### src/rtl/spi_adc_scanner_if.sv
// spi_adc_scanner_if
//   SPI bus between the channel scanner (master) and an MCP320x-family ADC
//   (slave), SPI mode 0,0.
//   adc_sck   master -> slave   SPI clock, idles low
//   adc_cs_n  master -> slave   chip select, active low
//   adc_mosi  master -> slave   command bits (start, SGL, address, MSBF)
//   adc_miso  slave  -> master  null bit followed by the result, MSB first
interface spi_adc_scanner_if;
   logic adc_sck;
   logic adc_cs_n;
   logic adc_mosi;
   logic adc_miso;

   modport master (output adc_sck, output adc_cs_n, output adc_mosi, input adc_miso);
   modport slave  (input adc_sck, input adc_cs_n, input adc_mosi, output adc_miso);
endinterface

### src/rtl/spi_adc_scanner.sv
// spi_adc_scanner
//   Round-robin scanner for an MCP320x-family SPI ADC. Each enabled channel is
//   converted in turn; 2^AVG_LOG2 conversions per channel are averaged and the
//   result is published left-aligned in an OUT_BITS slice with a one-cycle
//   valid strobe.
// Ports:
//   clk           system clock
//   reset         synchronous, active-high reset
//   enable        scan enable (a running frame always completes)
//   channel_mask  1 = channel takes part in the scan (sampled in IDLE only)
//   adc           SPI bus, master side (sck, cs_n, mosi, miso)
//   sample_data   per-channel result, channel n at [n*OUT_BITS +: OUT_BITS]
//   sample_valid  one-cycle strobe when the matching slice updates
//   busy          high while a conversion frame is in progress (CS low)
module spi_adc_scanner #(
   parameter int CHANNELS       = 2,
   parameter int ADDR_BITS      = 1,
   parameter int MSBF_BIT       = 1,
   parameter int SGL            = 1,
   parameter int DATA_BITS      = 12,
   parameter int OUT_BITS       = 16,
   parameter int SCK_DIV        = 8,
   parameter int CS_HIGH_CYCLES = 16,
   parameter int AVG_LOG2       = 0
) (
   input  logic                         clk,
   input  logic                         reset,
   input  logic                         enable,
   input  logic [CHANNELS-1:0]          channel_mask,
   spi_adc_scanner_if.master            adc,
   output logic [CHANNELS*OUT_BITS-1:0] sample_data,
   output logic [CHANNELS-1:0]          sample_valid,
   output logic                         busy
);
   localparam int CMD_BITS   = 2 + ADDR_BITS + MSBF_BIT;
   localparam int TOTAL_BITS = CMD_BITS + 1 + DATA_BITS;
   localparam int CH_W       = (CHANNELS > 1) ? $clog2(CHANNELS) : 1;
   localparam int ACC_W      = DATA_BITS + AVG_LOG2;
   localparam int CNT_W      = AVG_LOG2 + 1;
   localparam logic [CNT_W-1:0] CNT_FULL = CNT_W'(2 ** AVG_LOG2);
   localparam logic [CH_W:0]    CH_COUNT = (CH_W + 1)'(CHANNELS);

   localparam logic [1:0] ST_IDLE  = 2'd0;
   localparam logic [1:0] ST_SETUP = 2'd1;
   localparam logic [1:0] ST_SHIFT = 2'd2;
   localparam logic [1:0] ST_HOLD  = 2'd3;

   logic [1:0]                  state_r;
   logic [15:0]                 div_cnt_r;
   logic [15:0]                 hold_cnt_r;
   logic [7:0]                  bit_cnt_r;
   logic [CH_W-1:0]             ptr_r;
   logic [CH_W-1:0]             cur_ch_r;
   logic [DATA_BITS-1:0]        shift_r;
   logic                        sck_r;
   logic                        cs_n_r;
   logic                        mosi_r;
   logic                        busy_r;
   logic [ACC_W-1:0]            acc_r [CHANNELS];
   logic [CNT_W-1:0]            cnt_r [CHANNELS];
   logic [CHANNELS*OUT_BITS-1:0] data_r;
   logic [CHANNELS-1:0]         valid_r;

   logic [2*CHANNELS-1:0]       rot_s;
   logic [CH_W:0]               off_s;
   logic [CH_W:0]               sum_s;
   logic                        next_found_s;
   logic [CH_W-1:0]             next_ch_s;
   logic [ACC_W-1:0]            acc_sum_s;
   logic [CNT_W-1:0]            cnt_inc_s;
   logic [OUT_BITS-1:0]         word_s;

   // Command bit sent in SCK period idx: start, SGL, address MSB-first,
   // optional MSBF, then zeros for the rest of the frame.
   function automatic logic cmd_bit(input logic [CH_W-1:0] ch, input logic [7:0] idx);
      logic [7:0] addr;
      int         k;
      logic       b;
      addr = 8'(ch);
      k    = int'(idx);
      if (k == 0) begin
         b = 1'b1;
      end else if (k == 1) begin
         b = (SGL != 0);
      end else if (k < 2 + ADDR_BITS) begin
         b = addr[3'(ADDR_BITS + 1 - k)];
      end else if ((k == 2 + ADDR_BITS) && (MSBF_BIT != 0)) begin
         b = 1'b1;
      end else begin
         b = 1'b0;
      end
      return b;
   endfunction

   // Next enabled channel at or after the pointer: rotate the mask so the
   // pointer sits at bit 0, then take the lowest set bit as the offset.
   always_comb begin
      rot_s        = {channel_mask, channel_mask} >> ptr_r;
      next_found_s = 1'b0;
      off_s        = '0;
      for (int i = CHANNELS - 1; i >= 0; i--) begin
         if (rot_s[i]) begin
            next_found_s = 1'b1;
            off_s        = (CH_W + 1)'(i);
         end else begin
            next_found_s = next_found_s;
         end
      end
      sum_s = {1'b0, ptr_r} + off_s;
      if (sum_s >= CH_COUNT) begin
         next_ch_s = CH_W'(sum_s - CH_COUNT);
      end else begin
         next_ch_s = sum_s[CH_W-1:0];
      end
   end

   // Accumulate the finished conversion and form the left-aligned average.
   always_comb begin
      acc_sum_s = acc_r[cur_ch_r] + ACC_W'(shift_r);
      cnt_inc_s = cnt_r[cur_ch_r] + CNT_W'(1);
      word_s    = OUT_BITS'(acc_sum_s >> AVG_LOG2) << (OUT_BITS - DATA_BITS);
   end

   // Frame sequencer: SPI pin timing, result capture and averaging.
   always_ff @(posedge clk) begin
      if (reset) begin
         state_r    <= ST_IDLE;
         div_cnt_r  <= 16'd0;
         hold_cnt_r <= 16'd0;
         bit_cnt_r  <= 8'd0;
         ptr_r      <= '0;
         cur_ch_r   <= '0;
         shift_r    <= '0;
         sck_r      <= 1'b0;
         cs_n_r     <= 1'b1;
         mosi_r     <= 1'b0;
         busy_r     <= 1'b0;
         data_r     <= '0;
         valid_r    <= '0;
         for (int c = 0; c < CHANNELS; c++) begin
            acc_r[c] <= '0;
            cnt_r[c] <= '0;
         end
      end else begin
         valid_r <= '0;
         case (state_r)
            ST_IDLE: begin
               // A channel dropped from the scan loses its partial average.
               for (int c = 0; c < CHANNELS; c++) begin
                  if (!channel_mask[c]) begin
                     acc_r[c] <= '0;
                     cnt_r[c] <= '0;
                  end
               end
               if (enable && next_found_s) begin
                  cur_ch_r  <= next_ch_s;
                  state_r   <= ST_SETUP;
                  cs_n_r    <= 1'b0;
                  busy_r    <= 1'b1;
                  mosi_r    <= cmd_bit(next_ch_s, 8'd0);
                  div_cnt_r <= 16'd0;
                  bit_cnt_r <= 8'd0;
                  shift_r   <= '0;
               end
            end
            ST_SETUP: begin
               // CS setup time; the first rising edge opens bit 0.
               if (div_cnt_r == 16'(SCK_DIV - 1)) begin
                  div_cnt_r <= 16'd0;
                  sck_r     <= 1'b1;
                  state_r   <= ST_SHIFT;
               end else begin
                  div_cnt_r <= div_cnt_r + 16'd1;
               end
            end
            ST_SHIFT: begin
               if (div_cnt_r == 16'(SCK_DIV - 1)) begin
                  div_cnt_r <= 16'd0;
                  if (sck_r) begin
                     sck_r <= 1'b0;
                     if (bit_cnt_r == 8'(TOTAL_BITS - 1)) begin
                        // CS rises together with the final falling edge.
                        state_r    <= ST_HOLD;
                        cs_n_r     <= 1'b1;
                        busy_r     <= 1'b0;
                        mosi_r     <= 1'b0;
                        hold_cnt_r <= 16'd0;
                     end else begin
                        bit_cnt_r <= bit_cnt_r + 8'd1;
                        mosi_r    <= cmd_bit(cur_ch_r, bit_cnt_r + 8'd1);
                     end
                  end else begin
                     sck_r <= 1'b1;
                     // Periods after the command and null bit carry data.
                     if (bit_cnt_r > 8'(CMD_BITS)) begin
                        shift_r <= {shift_r[DATA_BITS-2:0], adc.adc_miso};
                     end
                  end
               end else begin
                  div_cnt_r <= div_cnt_r + 16'd1;
               end
            end
            ST_HOLD: begin
               if (hold_cnt_r == 16'd0) begin
                  if (cnt_inc_s == CNT_FULL) begin
                     data_r[int'(cur_ch_r) * OUT_BITS +: OUT_BITS] <= word_s;
                     valid_r[cur_ch_r] <= 1'b1;
                     acc_r[cur_ch_r]   <= '0;
                     cnt_r[cur_ch_r]   <= '0;
                  end else begin
                     acc_r[cur_ch_r] <= acc_sum_s;
                     cnt_r[cur_ch_r] <= cnt_inc_s;
                  end
               end
               if (hold_cnt_r >= 16'(CS_HIGH_CYCLES - 1)) begin
                  state_r <= ST_IDLE;
                  ptr_r   <= (cur_ch_r == CH_W'(CHANNELS - 1)) ? '0 : cur_ch_r + CH_W'(1);
               end else begin
                  hold_cnt_r <= hold_cnt_r + 16'd1;
               end
            end
            default: begin
               state_r <= ST_IDLE;
               sck_r   <= 1'b0;
               cs_n_r  <= 1'b1;
               mosi_r  <= 1'b0;
               busy_r  <= 1'b0;
            end
         endcase
      end
   end

   assign adc.adc_sck   = sck_r;
   assign adc.adc_cs_n  = cs_n_r;
   assign adc.adc_mosi  = mosi_r;
   assign sample_data   = data_r;
   assign sample_valid  = valid_r;
   assign busy          = busy_r;
endmodule

### src/flat_wrapper.sv
// flat-port wrapper written by rule: the top's interface ports become plain ports
module spi_adc_scanner_flat 
#(
   parameter int CHANNELS       = 2,
   parameter int ADDR_BITS      = 1,
   parameter int MSBF_BIT       = 1,
   parameter int SGL            = 1,
   parameter int DATA_BITS      = 12,
   parameter int OUT_BITS       = 16,
   parameter int SCK_DIV        = 8,
   parameter int CS_HIGH_CYCLES = 16,
   parameter int AVG_LOG2       = 0
)
  (clk, reset, enable, channel_mask, sample_data, sample_valid, busy, adc_adc_sck, adc_adc_cs_n, adc_adc_mosi, adc_adc_miso);
  spi_adc_scanner_if adc_i ();
  input  logic clk;
  input  logic reset;
  input  logic enable;
  input  logic [CHANNELS-1:0] channel_mask;
  output logic [CHANNELS*OUT_BITS-1:0] sample_data;
  output logic [CHANNELS-1:0] sample_valid;
  output logic busy;
  output wire logic [$bits(adc_i.adc_sck)-1:0] adc_adc_sck;
  output wire logic [$bits(adc_i.adc_cs_n)-1:0] adc_adc_cs_n;
  output wire logic [$bits(adc_i.adc_mosi)-1:0] adc_adc_mosi;
  input wire logic [$bits(adc_i.adc_miso)-1:0] adc_adc_miso;
  assign adc_adc_sck = adc_i.adc_sck;
  assign adc_adc_cs_n = adc_i.adc_cs_n;
  assign adc_adc_mosi = adc_i.adc_mosi;
  assign adc_i.adc_miso = adc_adc_miso;
  spi_adc_scanner #(.CHANNELS(CHANNELS), .ADDR_BITS(ADDR_BITS), .MSBF_BIT(MSBF_BIT), .SGL(SGL), .DATA_BITS(DATA_BITS), .OUT_BITS(OUT_BITS), .SCK_DIV(SCK_DIV), .CS_HIGH_CYCLES(CS_HIGH_CYCLES), .AVG_LOG2(AVG_LOG2)) u_core (.clk(clk), .reset(reset), .enable(enable), .channel_mask(channel_mask), .adc(adc_i), .sample_data(sample_data), .sample_valid(sample_valid), .busy(busy));
endmodule
### config.mk
export PLATFORM = sky130hd
export DESIGN_NAME = spi_adc_scanner_flat
export DESIGN_NICKNAME = d
export VERILOG_FILES = /design/src/rtl/spi_adc_scanner_if.sv /design/src/rtl/spi_adc_scanner.sv /design/src/flat_wrapper.sv
export SDC_FILE = /design/constraint.sdc
export NUM_CORES = 1
export LEC_CHECK = 0
export CORE_ASPECT_RATIO = 1.4
export CORE_MARGIN = 8
export CORE_UTILIZATION = 53
export DETAILED_ROUTE_END_ITERATION = 7
export GPL_TIMING_DRIVEN = 1
export PLACE_DENSITY = 0.76
export SYNTH_ARGS = -nofsm -noshare
export SYNTH_HDL_FRONTEND = slang
export SYNTH_SLANG_ARGS = --single-unit
### constraint.sdc
create_clock -name clk -period 2.85 [get_ports clk]
set_input_delay 0.285 -clock clk [delete_from_list [all_inputs] [get_ports clk]]
set_output_delay 0.285 -clock clk [all_outputs]
set_load 0.02 [all_outputs]
==> summary.md <==
| Metric | Value |
|---|---|
| Status | `complete, no violations` |
| Critical path's slowest cell | `dfxtp_1` |
| Final setup TNS | `0 ps` |
| WL/cell | `~17 microns` |
| Critical path peak fanout | `8` |
| Rel. slew slack | `0.542` |
| Initial antenna violation count | `0` |
| Critical path startpoint category | `register` |
| Die width | `approximately 100 microns` |
| Ys flop type | `dfxtp_1` |
| Area grow syn2layout | `18.3%` |
| Leak | `2.50 nW` |
| GRT overflow | `0` |
| GPL Wtd Cong | `between 0.9 and 1` |
| Post-Layout Inst Area | `just under 0.007 sq mm` |
| Unrepaired setup endpoints after global routing | `no` |
| Cell Area, Synth | `0.00582 sq mm` |
| Clock sinks | `113` |
| Synth async-reset ratio | `0` |
| Setup violators final | `0` |
| CP arrival | `2830 ps` |
| Sequential share of power | `0.370` |
| Reg2reg setup slack | `approximately 170 ps` |
| Seq cells post-synth | `113` |
| Number of global-route vias before repair | `4,751` |
| Final Hold Vio Count | `0` |
| Gate count after technology mapping | `632` |
| TritonCTS clock tree | `built` |
| Yosys cell types | `75` |
| Post-Syn Area per Cell | `9.20 sq um` |
| Synth Area in XOR/XNOR | `0.0331` |
| Final nets | `703` |
| Placed insts | `794` |
| Area of the core | `0.0108 sq mm` |
| Clock group share of total power | `0.411` |
| Post-DRT Antenna Nets | `0` |
| Router iterations before antenna repair | `4` |
| Clk slew on worst S/H paths | `around 50 ps` |
| Hold Crit Class | `input port to register` |
| Post-DP Area | `0.00630 sq mm` |
| Max rail drop VDD | `around 0.00053 V` |
| Largest net degree at the start of global routing | `25` |
| Buffers and inverters on the worst path | `2` |
| Gr usage total | `0.193` |
| Cts bufs inserted | `17` |
| H-Tree Depth | `4` |
| DR vias/cell | `5.85` |
| CTS root buf | `clkbuf_16` |
| Max Cap Viol | `0` |
| Worst hold path depth | `2` |
| Die Footprint | `~0.015 sq mm` |
| Die H | `140 microns` |
| Finished Layout Cells | `826` |
| Fin crit share | `0.941` |
| Synth Area in Simple Gates | `0.234` |
| Global-route wire length before repair | `approximately 23,000 microns` |
| Crit-path cells | `buf_4 -> mux2_2 -> ha_1 -> nor2b_1 -> a222oi_1 -> o21ai_0 -> a211oi_1 -> buf_4 -> nor2_1` |
| Synthesis Warnings | `0` |
| Io pins | `44` |
| PortBufs | `35` |
| Clock latency at the later pin of the worst-skew pair | `410 ps` |
| Worst Path Required | `around 3000 ps` |
| Rows | `45` |
| Sw Ratio | `0.295` |
| Worst reg2reg path depth | `9` |
| Combinational power share | `0.219` |
| PwrDens | `718 mW/mm^2` |
| Layout cells sized above 1 | `0.109` |
| Post-synth EDFFs | `26` |
| Most frequent CP cell | `buf_4` |
| Crit. End Element | `register` |
| Count of pins over their slew limit | `0` |
| Skew final | `5.56 ps` |
| Fin crit period | `2680 ps` |
| Cell count along the critical path | `9` |
| 1st-iter DRT viols | `276` |
| Largest family of logic cells by synthesized area | `simple AND/OR/NAND/NOR gates` |
| Adder-Cell Fraction of Synth Area | `0.0551` |
| Seq/Total Area, Yosys | `0.434` |
| Clock tree buffer depth | `2` |
| Crit-path max cell delay | `350 ps` |
| Starting Density | `0.541` |
| Ant. Diodes | `0` |
| Critical Setup Path Class | `register to register` |
| Synth Area in Compound Gates | `0.166` |
| F_max | `373 MHz` |
| Slew @ Worst Pin | `685 ps` |
| Pint | `between 3 and 4 mW` |
| DRT Wirelength | `14,000 microns` |
| NetSw | `1.46 mW` |
| Residual DRC count | `0` |
| Dpl hpwl | `~10,000 microns` |
| Crit-path leading delay family | `compound AO/OA/AOI/OAI gates` |
| Vias | `4,832` |
| Post-synthesis mux area share | `0.0265` |
## logic make-up after synthesis
family	after synthesis
fa+ha+maj	25
mux	14
buf+inv	68
flops	113
simple gates	248
compound gates	141
xor+xnor	22
other cells	1
## cell usage in the layout (no fill, tap or decap), drive strengths merged, types with 10 or more instances in the layout
cell | Yosys | routed
edfxtp | 26 | 26
xor2 | 12 | 12
and2 | 16 | 16
clkbuf | 22 | 21
nand3 | 39 | 39
nor2 | 65 | 65
inv | 30 | 32
o21ai | 23 | 23
nand2b | 14 | 14
mux2 | 11 | 11
a211oi | 10 | 10
clkdlybuf4s50 | 0 | 34
a21oi | 43 | 43
dfxtp | 87 | 87
xnor2 | 10 | 10
nor3 | 14 | 14
conb | 1 | 10
nand2 | 41 | 41
buf | 16 | 16
ha | 24 | 24
## cell type report
cell class,instances,area (sq um)
inverter,30,113
timing repair buffer,50,458
clock buffer,21,460
sequential,113,2520
fill,870,3870
multi-input combinational,460,3040
tap,141,176
clock inverter,11,111
## layer usage
| metal | up-vias | part of all wire | track usage |
|---|---|---|---|
| li1 | 2354 | - | - |
| met1 | 2336 | 0.40 | 0.203 |
| met4 | 0 | 0.029 | 0.0995 |
| met5 | - | 0 | 0 |
| met3 | 28 | 0.038 | 0.0427 |
| met2 | 114 | 0.53 | 0.352 |
## cells in the mapped netlist (all sizes together), types with 7 or more instances
master,n,area share
xor2,12,0.018
nor3,14,0.013
nand2b,14,0.015
a211oi,10,0.013
and3,7,0.0075
nor4,9,0.017
and2,16,0.017
mux2,11,0.021
inv,30,0.019
edfxtp,26,0.13
o21a,7,0.0090
buf,16,0.018
and4,7,0.011
nand2,41,0.026
nand3,39,0.034
clkbuf,22,0.014
nor2,65,0.042
xnor2,10,0.015
dfxtp,87,0.30
nand4,7,0.011
a21oi,43,0.037
ha,24,0.052
o21ai,23,0.020
or3,7,0.0075
## power groups by stage
stage,registers [mW],logic [mW],clock network [mW]
2_1_floorplan,1.87,0.769,0
3_3_place_gp,1.85,1.02,0
3_5_place_dp,1.86,1.06,0
4_1_cts,1.83,1.06,2.06
5_1_grt,1.84,1.18,2.14
6_report,1.83,1.08,2.03
## path summary, 6_finish.rpt
path / startpoint / endpoint
worst min-delay path: reset / u_core.sample_data[22]
worst max register to register: register / u_core.acc_r[1][10]
worst min register to register: u_core.adc.adc_cs_n / u_core.adc.adc_cs_n
worst max-delay path: register / u_core.acc_r[1][10]
## timing repair
item                       CTS  global route
buffers inserted             0             0
setup endpoints to repair    0             9
hold buffers                 0             0
resized for setup            0             4
## worst register-to-register path, cell delays in order (launching register included)
cell and delay (ps):
dfxtp_1 350, buf_4 200, mux2_2 350, ha_1 320, nor2b_1 180, a222oi_1 350, o21ai_0 150, a211oi_1 290
buf_4 180, nor2_1 40
## through the flow
stage / utilization / hold WS [ps] / power (mW) / setup WS (ps)
floorplan: - / 451 / 2.64 / 36.6
global placement: 0.586 / 434 / 2.88 / 189
detailed placement: 0.586 / 442 / 2.92 / 144
CTS: 0.639 / 275 / 4.95 / 145
global route: 0.640 / 295 / 5.16 / 13.3
finish: 0.640 / 296 / 4.94 / 167
## sequential cells by signal, summed over array words and instances, names as in the netlist, 2 cells and up, named ones only
signal	cells
u_core.hold_cnt_r	16
u_core.acc_r	24
u_core.state_r	2
u_core.shift_r	12
u_core.div_cnt_r	16
u_core.bit_cnt_r	8
u_core.sample_data	24
u_core.cnt_r	2
u_core.sample_valid	2
Power figures use the tool's default switching activity.
